$ cat config.mk
export PLATFORM = sky130hd
export DESIGN_NAME = hms_timer_ctrl
export DESIGN_NICKNAME = d
export VERILOG_FILES = /design/src/rtl/hms_timer_pkg.sv /design/src/rtl/hms_to_bcd.sv /design/src/rtl/hms_timer_ctrl.sv
export SDC_FILE = /design/constraint.sdc
export NUM_CORES = 1
export LEC_CHECK = 0
export CELL_PAD_IN_SITES_DETAIL_PLACEMENT = 1
export CELL_PAD_IN_SITES_GLOBAL_PLACEMENT = 1
export CORE_ASPECT_RATIO = 2
export CORE_UTILIZATION = 40
export DETAILED_ROUTE_END_ITERATION = 7
export PLACE_DENSITY = 0.79
export SYNTH_ARGS = -nofsm -noshare
export SYNTH_HDL_FRONTEND = slang
export SYNTH_SLANG_ARGS = --single-unit
$ cat constraint.sdc
create_clock -name CLOCK_50 -period 12.44 [get_ports CLOCK_50]
set_clock_uncertainty 0.1 [all_clocks]
set_input_delay 1.244 -clock CLOCK_50 [delete_from_list [all_inputs] [get_ports CLOCK_50]]
set_output_delay 1.244 -clock CLOCK_50 [all_outputs]
set_load 0.01 [all_outputs]
$ cat src/rtl/hms_timer_pkg.sv
// Shared definitions for the H:M:S timer: state encodings, key indices and
// the per-cursor edit step table.
package hms_timer_pkg;

    typedef enum logic [1:0] {
        ST_SET   = 2'b00,
        ST_RUN   = 2'b01,
        ST_ALARM = 2'b10
    } state_t;

    localparam int K_INC = 0;
    localparam int K_DEC = 1;
    localparam int K_SEL = 2;
    localparam int K_RUN = 3;

    localparam int CURSOR_COUNT = 6;

    localparam logic [31:0] STEP_TABLE [0:5] = '{32'd1, 32'd10, 32'd60, 32'd600, 32'd3600, 32'd36000};

    // Positions 6 and 7 cannot be reached; they fall back to the unit step.
    function automatic logic [31:0] step_of(input logic [2:0] cursor);
        logic [31:0] step;
        case (cursor)
            3'd0:    step = STEP_TABLE[0];
            3'd1:    step = STEP_TABLE[1];
            3'd2:    step = STEP_TABLE[2];
            3'd3:    step = STEP_TABLE[3];
            3'd4:    step = STEP_TABLE[4];
            3'd5:    step = STEP_TABLE[5];
            default: step = STEP_TABLE[0];
        endcase
        return step;
    endfunction

endpackage

$ cat src/rtl/hms_to_bcd.sv
// Combinational split of a seconds count into six BCD digits {h1,h2,m1,m2,s1,s2}.
module hms_to_bcd #(
    parameter int TW = 17
) (
    input  logic [TW-1:0] t,
    output logic [23:0]   bcd
);

    logic [31:0] t_s;

    assign t_s         = 32'(t);
    assign bcd[3:0]    = 4'(t_s % 32'd10);
    assign bcd[7:4]    = 4'((t_s / 32'd10) % 32'd6);
    assign bcd[11:8]   = 4'((t_s / 32'd60) % 32'd10);
    assign bcd[15:12]  = 4'((t_s / 32'd600) % 32'd6);
    assign bcd[19:16]  = 4'((t_s / 32'd3600) % 32'd10);
    assign bcd[23:20]  = 4'(t_s / 32'd36000);

endmodule

$ cat src/rtl/hms_timer_ctrl.sv
// H:M:S countdown / stopwatch controller with per-digit editing, pause,
// auto-clearing alarm, cursor blink mask and registered BCD display digits.
module hms_timer_ctrl
    import hms_timer_pkg::*;
#(
    parameter int CLK_HZ      = 50000000,
    parameter int BLINK_HZ    = 1,
    parameter int MAX_SECONDS = 86400,
    parameter int ALARM_SECS  = 30,
    parameter int TW          = 17
) (
    input  logic          CLOCK_50,
    input  logic          RESET,
    input  logic [3:0]    KEY,
    input  logic          MODE,
    output logic [TW-1:0] SECONDS,
    output logic [23:0]   DIGITS,
    output logic [5:0]    BLANK,
    output logic          ALARM,
    output logic [1:0]    STATE,
    output logic [2:0]    CURSOR,
    output logic          TICK
);

    localparam int PW       = (CLK_HZ > 1) ? $clog2(CLK_HZ) : 1;
    localparam int HALF_RAW = CLK_HZ / (2 * BLINK_HZ);
    localparam int HALF     = (HALF_RAW > 0) ? HALF_RAW : 1;
    localparam int BW       = (HALF > 1) ? $clog2(HALF) : 1;
    localparam int AW       = $clog2(ALARM_SECS + 1);
    localparam logic [PW-1:0] PRESC_LAST = PW'(CLK_HZ - 1);
    localparam logic [BW-1:0] BLINK_LAST = BW'(HALF - 1);
    localparam logic [AW-1:0] ALARM_LAST = AW'(ALARM_SECS - 1);
    localparam logic [31:0]   MAX_S      = 32'(MAX_SECONDS);
    localparam logic [TW-1:0] T_MAX      = TW'(MAX_SECONDS - 1);

    logic [3:0]    sync1_r, sync2_r, prev_r, ev_s;
    logic [1:0]    flush_r;
    logic          run_ev_s, sel_ev_s, inc_ev_s, dec_ev_s;
    state_t        state_r, state_nxt_s;
    logic [TW-1:0] t_r, t_nxt_s, preset_r, preset_nxt_s;
    logic [2:0]    cursor_r, cursor_nxt_s, cursor_inc_s;
    logic          mode_r, mode_nxt_s;
    logic [PW-1:0] presc_r, presc_nxt_s, presc_inc_s;
    logic          wrap_s, tick_s;
    logic [AW-1:0] acnt_r, acnt_nxt_s;
    logic [BW-1:0] blink_r, blink_nxt_s;
    logic          phase_r, phase_nxt_s;
    logic [31:0]   t_ext_s, step_s, sum_s, inc_val_s, dec_val_s;
    logic          tick_r, alarm_r;
    logic [5:0]    blank_r;
    logic [23:0]   bcd_s, digits_r;

    // Key synchroniser; prev only arms once the chain holds real pin samples,
    // so a key held through reset never looks like a fresh press.
    always_ff @(posedge CLOCK_50 or posedge RESET) begin
        if (RESET) begin
            sync1_r <= 4'hF;
            sync2_r <= 4'hF;
            prev_r  <= 4'h0;
            flush_r <= 2'b00;
        end else begin
            sync1_r <= KEY;
            sync2_r <= sync1_r;
            flush_r <= {flush_r[0], 1'b1};
            prev_r  <= sync2_r & {4{flush_r[1]}};
        end
    end

    assign ev_s     = ~sync2_r & prev_r;
    assign run_ev_s = ev_s[K_RUN];
    assign sel_ev_s = ev_s[K_SEL] & ~run_ev_s;
    assign inc_ev_s = ev_s[K_INC] & ~run_ev_s & ~ev_s[K_SEL];
    assign dec_ev_s = ev_s[K_DEC] & ~run_ev_s & ~ev_s[K_SEL] & ~ev_s[K_INC];

    assign t_ext_s      = 32'(t_r);
    assign step_s       = step_of(cursor_r);
    assign sum_s        = t_ext_s + step_s;
    assign inc_val_s    = (sum_s >= MAX_S) ? (sum_s - MAX_S) : sum_s;
    assign dec_val_s    = (t_ext_s >= step_s) ? (t_ext_s - step_s) : (t_ext_s + MAX_S - step_s);
    assign cursor_inc_s = (cursor_r == 3'(CURSOR_COUNT - 1)) ? 3'd0 : (cursor_r + 3'd1);
    assign wrap_s       = (presc_r == PRESC_LAST);
    assign presc_inc_s  = wrap_s ? {PW{1'b0}} : (presc_r + PW'(1));

    // Next-state, timer value and prescaler decisions for SET / RUN / ALARM.
    always_comb begin
        state_nxt_s  = state_r;
        t_nxt_s      = t_r;
        preset_nxt_s = preset_r;
        cursor_nxt_s = cursor_r;
        mode_nxt_s   = mode_r;
        presc_nxt_s  = presc_r;
        acnt_nxt_s   = acnt_r;
        tick_s       = 1'b0;
        case (state_r)
            ST_SET: begin
                presc_nxt_s = {PW{1'b0}};
                acnt_nxt_s  = {AW{1'b0}};
                if (run_ev_s) begin
                    if (!MODE && (t_r == {TW{1'b0}})) begin
                        state_nxt_s = ST_SET;
                    end else begin
                        state_nxt_s  = ST_RUN;
                        mode_nxt_s   = MODE;
                        preset_nxt_s = t_r;
                    end
                end else if (sel_ev_s) begin
                    cursor_nxt_s = cursor_inc_s;
                end else if (inc_ev_s) begin
                    t_nxt_s = TW'(inc_val_s);
                end else if (dec_ev_s) begin
                    t_nxt_s = TW'(dec_val_s);
                end else begin
                    state_nxt_s = ST_SET;
                end
            end
            ST_RUN: begin
                acnt_nxt_s = {AW{1'b0}};
                if (run_ev_s) begin
                    state_nxt_s = ST_SET;
                    presc_nxt_s = {PW{1'b0}};
                end else begin
                    presc_nxt_s = presc_inc_s;
                    if (wrap_s) begin
                        tick_s = 1'b1;
                        if (mode_r) begin
                            t_nxt_s = (t_r == T_MAX) ? {TW{1'b0}} : (t_r + TW'(1));
                        end else begin
                            t_nxt_s     = t_r - TW'(1);
                            state_nxt_s = (t_r == TW'(1)) ? ST_ALARM : ST_RUN;
                        end
                    end else begin
                        state_nxt_s = ST_RUN;
                    end
                end
            end
            ST_ALARM: begin
                t_nxt_s = {TW{1'b0}};
                if (run_ev_s) begin
                    state_nxt_s = ST_SET;
                    t_nxt_s     = preset_r;
                    presc_nxt_s = {PW{1'b0}};
                    acnt_nxt_s  = {AW{1'b0}};
                end else begin
                    presc_nxt_s = presc_inc_s;
                    if (wrap_s && (acnt_r == ALARM_LAST)) begin
                        state_nxt_s = ST_SET;
                        t_nxt_s     = preset_r;
                        presc_nxt_s = {PW{1'b0}};
                        acnt_nxt_s  = {AW{1'b0}};
                    end else if (wrap_s) begin
                        acnt_nxt_s = acnt_r + AW'(1);
                    end else begin
                        acnt_nxt_s = acnt_r;
                    end
                end
            end
            default: begin
                state_nxt_s = ST_SET;
            end
        endcase
    end

    // Cursor blink phase: runs only while staying in SET, restarts otherwise.
    always_comb begin
        if ((state_r == ST_SET) && (state_nxt_s == ST_SET)) begin
            if (blink_r == BLINK_LAST) begin
                blink_nxt_s = {BW{1'b0}};
                phase_nxt_s = ~phase_r;
            end else begin
                blink_nxt_s = blink_r + BW'(1);
                phase_nxt_s = phase_r;
            end
        end else begin
            blink_nxt_s = {BW{1'b0}};
            phase_nxt_s = 1'b0;
        end
    end

    hms_to_bcd #(.TW(TW)) u_bcd (
        .t   (t_r),
        .bcd (bcd_s)
    );

    // Controller state and registered outputs.
    always_ff @(posedge CLOCK_50 or posedge RESET) begin
        if (RESET) begin
            state_r  <= ST_SET;
            t_r      <= T_MAX;
            preset_r <= T_MAX;
            cursor_r <= 3'd0;
            mode_r   <= 1'b0;
            presc_r  <= {PW{1'b0}};
            acnt_r   <= {AW{1'b0}};
            blink_r  <= {BW{1'b0}};
            phase_r  <= 1'b0;
            tick_r   <= 1'b0;
            alarm_r  <= 1'b0;
            blank_r  <= 6'b000000;
            digits_r <= 24'h000000;
        end else begin
            state_r  <= state_nxt_s;
            t_r      <= t_nxt_s;
            preset_r <= preset_nxt_s;
            cursor_r <= cursor_nxt_s;
            mode_r   <= mode_nxt_s;
            presc_r  <= presc_nxt_s;
            acnt_r   <= acnt_nxt_s;
            blink_r  <= blink_nxt_s;
            phase_r  <= phase_nxt_s;
            tick_r   <= tick_s;
            alarm_r  <= (state_nxt_s == ST_ALARM);
            blank_r  <= ((state_nxt_s == ST_SET) && phase_nxt_s) ? (6'b000001 << cursor_nxt_s) : 6'b000000;
            digits_r <= bcd_s;
        end
    end

    assign SECONDS = t_r;
    assign DIGITS  = digits_r;
    assign BLANK   = blank_r;
    assign ALARM   = alarm_r;
    assign STATE   = state_r;
    assign CURSOR  = cursor_r;
    assign TICK    = tick_r;

endmodule
* Word-level counts from Yosys, hierarchy flattened
Cells that the tools add are included.
Cells by class: add/subtract/negate cells 11, div/mod/pow operators 10, magnitude comparators 2, equal/unequal tests 19, shift-type cells 1, multiplexer cells 47, bitwise gates (word level) 14, reduce and logical (&&, ||, !) cells 14
Operator list (number):
- $mux W17 | 12
- $mux W26 | 4
- $pmux W16 S5 | 1
- $pmux W26 S3 | 1
- $mod A32 B3 Y32 const B | 2
- $mod A32 B4 Y32 const B | 2
- $pmux W17 S3 | 1
- $mux W25 | 2
- $sub A17 B16 Y17 | 2
- $div A17 B10 Y32 const B | 1
- $div A17 B12 Y32 const B | 1
- $div A17 B16 Y32 const B | 1
- $div A17 B4 Y32 const B | 1
- $div A17 B6 Y32 const B | 1
- $ge A17 B32 Y1 | 1
- $mod A17 B4 Y32 const B | 1
- $add A26 B1 Y26 const B | 1
- $eq A26 B26 Y1 const B | 1
- $add A25 B1 Y25 const B | 1
- $eq A25 B25 Y1 const B | 1
- $mux W2 | 10
- $add A17 B16 Y18 | 1
- $ge A18 B17 Y1 const B | 1
- $add A17 B1 Y17 const B | 1
- 37 further kinds | 67
Storage, ports and cells: bits in registers 143, input bits 7, word-level logic and storage cells 135

* Depth between registers and ports, before layout
Gate-level depths: netlist (run 1).
word-level depth 16, mapped depth 38

* By module
From an unflattened synthesis (run 1), not the netlist that was laid out.
Unflattened totals: cell total of the unflattened synthesis 2310, area, all modules 17770.8 µm²
Modules (own cells, without submodules):
- hms_timer_ctrl | times used 1, cells each 1070, area an instance 9527.9 µm², seq. area each 3616.0 µm²
- hms_to_bcd | times used 1, cells each 1240, area an instance 8242.9 µm², seq. area each 0.0 µm²

* Worst setup path after synthesis (run 1)
OpenSTA, ideal clock, no wires.
path type flip-flop to flip-flop, start reg t_r[13] (netlist: SECONDS[13]), end reg digits_r[6] (netlist: DIGITS[6]), arrival time 8.436 ns, setup slack 3.783 ns, cell stages (with the launch flop) 35, buffers on the path 5, period minus slack after synthesis 8.657 ns, path through dfrtp_1 -> buf_2 -> inv_1 -> buf_1 -> ha_1 -> buf_2 -> or3_1 -> or4_4 -> a211oi_2 -> o21ai_1 -> and2_1 -> clkbuf_1 -> o31ai_1 -> o21ai_0 -> a21oi_1 -> nor2_1 -> buf_4 -> xor2_1 -> nand3_1 -> o211a_4 -> o41ai_4 -> o2111ai_1 -> a211oi_2 -> o211ai_2 -> a41o_1 -> or4_1 -> a41oi_1 -> mux2i_1 -> nand4_2 -> nor2_1 -> inv_1 -> ha_1 -> mux2i_1 -> nor2_1 -> o22a_1
Between the ends: cells in the longest elaborated chain, start to end 2
RTL lines:
- start, declared | RTL line hms_timer_ctrl.sv:40 | logic [TW-1:0] t_r, t_nxt_s, preset_r, preset_nxt_s;
- start signal, assigned | RTL line hms_timer_ctrl.sv:202 | t_r <= t_nxt_s;
- $div A17 B4 Y32 | RTL line hms_to_bcd.sv:13 | assign bcd[7:4] = 4'((t_s / 32'd10) % 32'd6);
- $mod A32 B3 Y32 | RTL line hms_to_bcd.sv:13
- named net bcd_s[6] | RTL line hms_timer_ctrl.sv:51 | logic [23:0] bcd_s, digits_r;
- end signal, assigned | RTL line hms_timer_ctrl.sv:213 | digits_r <= bcd_s;
- end, declared | RTL line hms_timer_ctrl.sv:51
The timed path passes the listed nets, and every way through them passes these cells. A chain may end at the register's enable or synchronous reset.

* Final worst setup path (run 1)
start reg t_r[1] (netlist: SECONDS[1]), end reg digits_r[11] (netlist: DIGITS[11])
Between the ends: cells in the longest elaborated chain, start to end 2
RTL lines:
- $div A17 B6 Y32 | RTL line hms_to_bcd.sv:14 | assign bcd[11:8] = 4'((t_s / 32'd60) % 32'd10);
- $mod A32 B4 Y32 | RTL line hms_to_bcd.sv:14
- named net bcd_s[11] | RTL line hms_timer_ctrl.sv:51
The timed path passes the listed nets, and every way through them passes these cells.

==> metrics.csv, run 1 <==
metric,value,unit
status,finished clean,
nets,2734,
chip width,157,microns
max-cap violation count,0,
Final Critical Period,11.24,ns
synth unique cells,122,
GR Overflow Total,0,
Residual DRC,0,
Post-synth EDFFs,0,
# H-tree levels,4,
Hold Fails Final Rpt,0,
WL final,82.0,mm
Post-Synth Simple-Gate Area,27.6,%
DRT antenna net count,0,
drt pass-1 iters,5,
mux cell area share after synthesis,2.48,%
1st-iter DRT viols,1272,
Syn Inst Count,2686,
max frequency,89.0,MHz
"commonest non-fill, non-tap cell in the layout",nor2_1,
Starting Density,40.6,%
Post-CTS Resized,0,
Crit. End Element,flop,
Synth Area in Compound Gates,32.3,%
Syn-to-layout area delta,8.54,%
clk sinks,141,
via count,21900,
xor/xnor share of the synthesized area,8.04,%
crit path DAT,11.53,ns
setup TNS,0,ns
placeable core area,0.0476,sq mm
predominant post-synthesis flop cell,dfrtp_1,
CTS Buf Count,17,
CP required,12.73,ns
wire length per cell,24.9,microns
measured slew at the worst slew-check pin,1.34,ns
largest net degree at the start of global routing,80,
DP HPWL,62.5,mm
initial antenna violation count,2,
CTS Buffer Depth,2,
syn_area_per_cell,7.20,sq um
Clock transition at path regs,0.08,ns
fin. max-slew vios,0,
RSZ-0062 raised after global routing,false,
post-synthesis adder-cell area fraction,6.02,%
post-synthesis sequential area ratio,18.4,%
IO buf count,58,
Rows,113,
number of vias per cell,6.65,
critical path's largest stage delay,1.19,ns
most frequent cells in the layout,"293 x nor2_1, 280 x nand2_1, 201 x o21ai_0",
Worst path slowest cell,a2111oi_0,
HP Class,flop to flop,
area share of the largest cell type after synthesis,14.4,%
All-Layer GR Usage,33.3,%
largest family of logic cells by synthesized area,compound AO/OA/AOI/OAI gates,
"area leader, netlist",dfrtp_1,
Antenna diodes,0,
Synth Register Bits,141,
post-CTS setup buffers,0,
Final period util,90.4,%
worst-skew pair later-pin latency,0.47,ns
DIE HEIGHT,313,microns
share of cells above drive strength 1,7.89,%
vias in the first global route,23400,
Worst setup SP type,flop,
CTS Root Cell,clkbuf_16,
Rel. slew slack,8.30,%
placer's final routability congestion estimate,0.968,
"top cells by area, synth","dfrtp_1 14%, nor2_1 5.7%, nand2_1 5.4%",
Final setup viols,0,
die area,0.0493,sq mm
worst reg-to-reg setup slack,1.20,ns
CTS tree,yes,
Synth Warn #,0,
Hold Buf Count CTS,0,
io pins,61,
mapped cell area,0.0193,sq mm
first-pass GRT wire length,127,mm
ys async rst share,100,%
Critical Setup Path Class,flop to flop,
CP Max Fanout,13,
critical path, delay by kind of cell, from the launching register on:
family          cells  cell delay [ns]
mux                 1             0.39
fa+ha+maj           2             0.67
buf+inv             2             0.63
simple gates        8             2.10
xor+xnor            2             0.75
flops               1             0.75
compound gates     13             5.75
synthesized netlist by cell type, drive strengths merged, types with 52 or more instances:
library cell and n:
nor3 88, xor2 52, nor2 295, dfrtp 111
clkbuf 103, inv 90, nand2 280, nand3 118
xnor2 122, ha 69, o21ai 223, a21oi 179
path summary, 6_finish.rpt:
path,start,endpoint,depth (start not counted)
max,SECONDS[1]$_DFFE_PP1P_,DIGITS[11]$_DFF_PP0_,28
min,flush_r[0]$_DFF_PP0_,flush_r[1]$_DFF_PP0_,0
max reg2reg,SECONDS[1]$_DFFE_PP1P_,DIGITS[11]$_DFF_PP0_,28
min reg2reg,flush_r[0]$_DFF_PP0_,flush_r[1]$_DFF_PP0_,0
max in group asynchronous,RESET,blink_r[20]$_DFF_PP0_,3
min in group asynchronous,RESET,presc_r[12]$_DFFE_PP0P_,2
flip-flops by register name, summed over array words and instances (netlist names), 5 cells and up:
name	flops
preset_r	17
blink_r	25
acnt_r	5
DIGITS	22
presc_r	26
BLANK	6
SECONDS	17
per-stage QoR:
step           setup slack [ns]  hold slack, ns  cells  cell area [sq um]  utilization (%)
2_1_floorplan              3.78           0.231   2687              19300                -
3_3_place_gp               1.87           0.233   3260              20400             42.8
3_5_place_dp               1.55           0.240   3260              20400             42.8
4_1_cts                    1.54           0.258   3292              21000             44.1
5_1_grt                   0.633           0.265   3292              21000             44.1
6_report                   1.20           0.257   3292              21000             44.1
layer usage:
| layer | vias to the layer above | wire, microns | part of all wire [%] | track usage (%) |
|---|---|---|---|---|
| li1 | 9887 | - | - | - |
| met1 | 10900 | 27200 | 33 | 30.2 |
| met2 | 732 | 42800 | 52 | 60.8 |
| met3 | 392 | 3710 | 4.5 | 5.68 |
| met4 | 4 | 8240 | 10 | 32.5 |
| met5 | - | 27 | 0.033 | 0 |
kinds of logic after synthesis:
family	Yosys count
simple gates	1082
compound gates	904
buf+inv	249
xor+xnor	174
flops	141
fa+ha+maj	88
mux	46
other cells	2
layout make-up:
type,instances,area (sq um)
Multi-Input combinational cell,2297,14800
Timing Repair Buffer,95,858
Clock inverter,15,186
Sequential cell,141,3570
Fill cell,6045,26700
Tap cell,632,791
Inverter,95,362
Clock buffer,17,425
Power of run 1 is left out: the tool's default activity adds up to more than one toggle a clock period on the data nets, which glitch-free logic cannot reach.
==> run 2: changes to the inputs <==
==> constraint.sdc (replaced) <==
create_clock -name CLOCK_50 -period 12.44 [get_ports CLOCK_50]
set_clock_uncertainty 0.1 [all_clocks]
set_input_delay 1.866 -clock CLOCK_50 [delete_from_list [all_inputs] [get_ports CLOCK_50]]
set_output_delay 1.866 -clock CLOCK_50 [all_outputs]
set_load 0.01 [all_outputs]
==> results of run 2 <==
Same layout as run 1 (identical final DEF). Status: finished clean.
Power of run 2 is left out for the same reason.
==> run 3: changes to the inputs <==
==> constraint.sdc (replaced) <==
create_clock -name CLOCK_50 -period 12.44 [get_ports CLOCK_50]
set_clock_uncertainty 0.1 [all_clocks]
set_input_delay 1.866 -clock CLOCK_50 [delete_from_list [all_inputs] [get_ports CLOCK_50]]
set_output_delay 1.866 -clock CLOCK_50 [all_outputs]
set_load 0.1 [all_outputs]
==> metrics.csv, run 3 (synthesis results as in run 1) <==
metric,value,unit
status,finished clean,
Worst path slowest cell,a2111oi_0,
measured slew at the worst slew-check pin,1.38,ns
nets,2734,
Rel. slew slack,7.23,%
hold path cells,0,
CTS Buffer Depth,2,
"commonest non-fill, non-tap cell in the layout",nor2_1,
CP Depth,29,
Worst Path Buf+Inv,2,
clk sinks,141,
CTS Buf Count,17,
r2r worst-path depth,29,
DIE HEIGHT,313,microns
DRT antenna net count,0,
setup TNS,0,ns
post-CTS setup buffers,0,
1st-iter DRT viols,1317,
Post-CTS Resized,0,
Hold Fails Final Rpt,0,
Syn-to-layout area delta,8.46,%
max reg flops,26,
critical path's largest stage delay,1.17,ns
CTS tree,yes,
Hold Buf Count CTS,0,
WL final,81.7,mm
most frequent CP cell,a21oi_1,
Residual DRC,0,
Clock transition at path regs,0.08,ns
HP Class,flop to flop,
most frequent cells in the layout,"293 x nor2_1, 280 x nand2_1, 201 x o21ai_0",
# H-tree levels,4,
R2R Path End,DIGITS[11]$_DFF_PP0_,
Final Critical Period,11.18,ns
Final period util,89.9,%
worst reg-to-reg setup slack,1.26,ns
FF-to-FF Start,SECONDS[1]$_DFFE_PP1P_,
vias in the first global route,23400,
Rows,113,
RSZ-0062 raised after global routing,false,
drt pass-1 iters,5,
largest net degree at the start of global routing,80,
die area,0.0493,sq mm
Critical Setup Path Class,flop to flop,
chip width,157,microns
IO buf count,58,
Final setup viols,0,
GR Overflow Total,0,
All-Layer GR Usage,33.3,%
placeable core area,0.0476,sq mm
critical path startpoint,SECONDS[1]$_DFFE_PP1P_,
via count,21800,
max frequency,89.4,MHz
first-pass GRT wire length,127,mm
fin. max-slew vios,0,
Biggest register,presc_r,
io pins,61,
placer's final routability congestion estimate,0.966,
CP required,12.74,ns
Worst setup SP type,flop,
top cell family by delay on the critical path,compound AO/OA/AOI/OAI gates,
DP HPWL,62.4,mm
share of cells above drive strength 1,7.89,%
wire length per cell,24.8,microns
Crit. End Element,flop,
max-cap violation count,0,
CTS Root Cell,clkbuf_16,
initial antenna violation count,0,
number of vias per cell,6.62,
Starting Density,40.6,%
worst setup path end,DIGITS[11]$_DFF_PP0_,
CP Max Fanout,14,
worst-skew pair later-pin latency,0.48,ns
crit path DAT,11.48,ns
run 3: cell count changes in the layout (fill, tap and decap cells not counted), sizes merged:
cell / delta
clkinv: -2
clkinvlp: +2
diode: +1
run 3: metal layers:
| metal | vias up | track usage [%] | part of all wire (%) |
|---|---|---|---|
| met5 | - | 0 | 0 |
| met4 | 0 | 31.4 | 10 |
| met3 | 405 | 5.72 | 4.4 |
| met2 | 724 | 60.9 | 52 |
| met1 | 10800 | 30.4 | 34 |
| li1 | 9870 | - | - |
run 3: how the worst min path moves through the flow:
stage	from	slack (ns)	endpoint
floorplan	flush_r[0]$_DFF_PP0_	0.23	flush_r[1]$_DFF_PP0_
CTS	flush_r[0]$_DFF_PP0_	0.26	flush_r[1]$_DFF_PP0_
global route	sync1_r[3]$_DFF_PP1_	0.27	sync2_r[3]$_DFF_PP1_
global placement	flush_r[0]$_DFF_PP0_	0.23	flush_r[1]$_DFF_PP0_
detailed placement	flush_r[0]$_DFF_PP0_	0.25	flush_r[1]$_DFF_PP0_
finish	sync1_r[3]$_DFF_PP1_	0.26	sync2_r[3]$_DFF_PP1_
run 3: layout make-up:
cell class,count,area (sq um)
Fill cell,6047,26700
Multi-Input combinational cell,2297,14800
Sequential cell,141,3570
Timing Repair Buffer,95,858
Tap cell,632,791
Clock buffer,17,425
Inverter,95,362
Clock inverter,15,169
Antenna cell,1,2.50
run 3: stage by stage:
stage / utilization, % / cell area [sq um] / setup slack [ns] / instances / hold slack (ns)
finish: 44.0 / 21000 / 1.26 / 3293 / 0.261
detailed placement: 42.8 / 20400 / 1.58 / 3260 / 0.247
global placement: 42.8 / 20400 / 1.87 / 3260 / 0.233
CTS: 44.0 / 21000 / 1.56 / 3292 / 0.264
floorplan: - / 19300 / 3.15 / 2687 / 0.231
global route: 44.0 / 21000 / 0.761 / 3292 / 0.267
Power of run 3 is left out for the same reason.
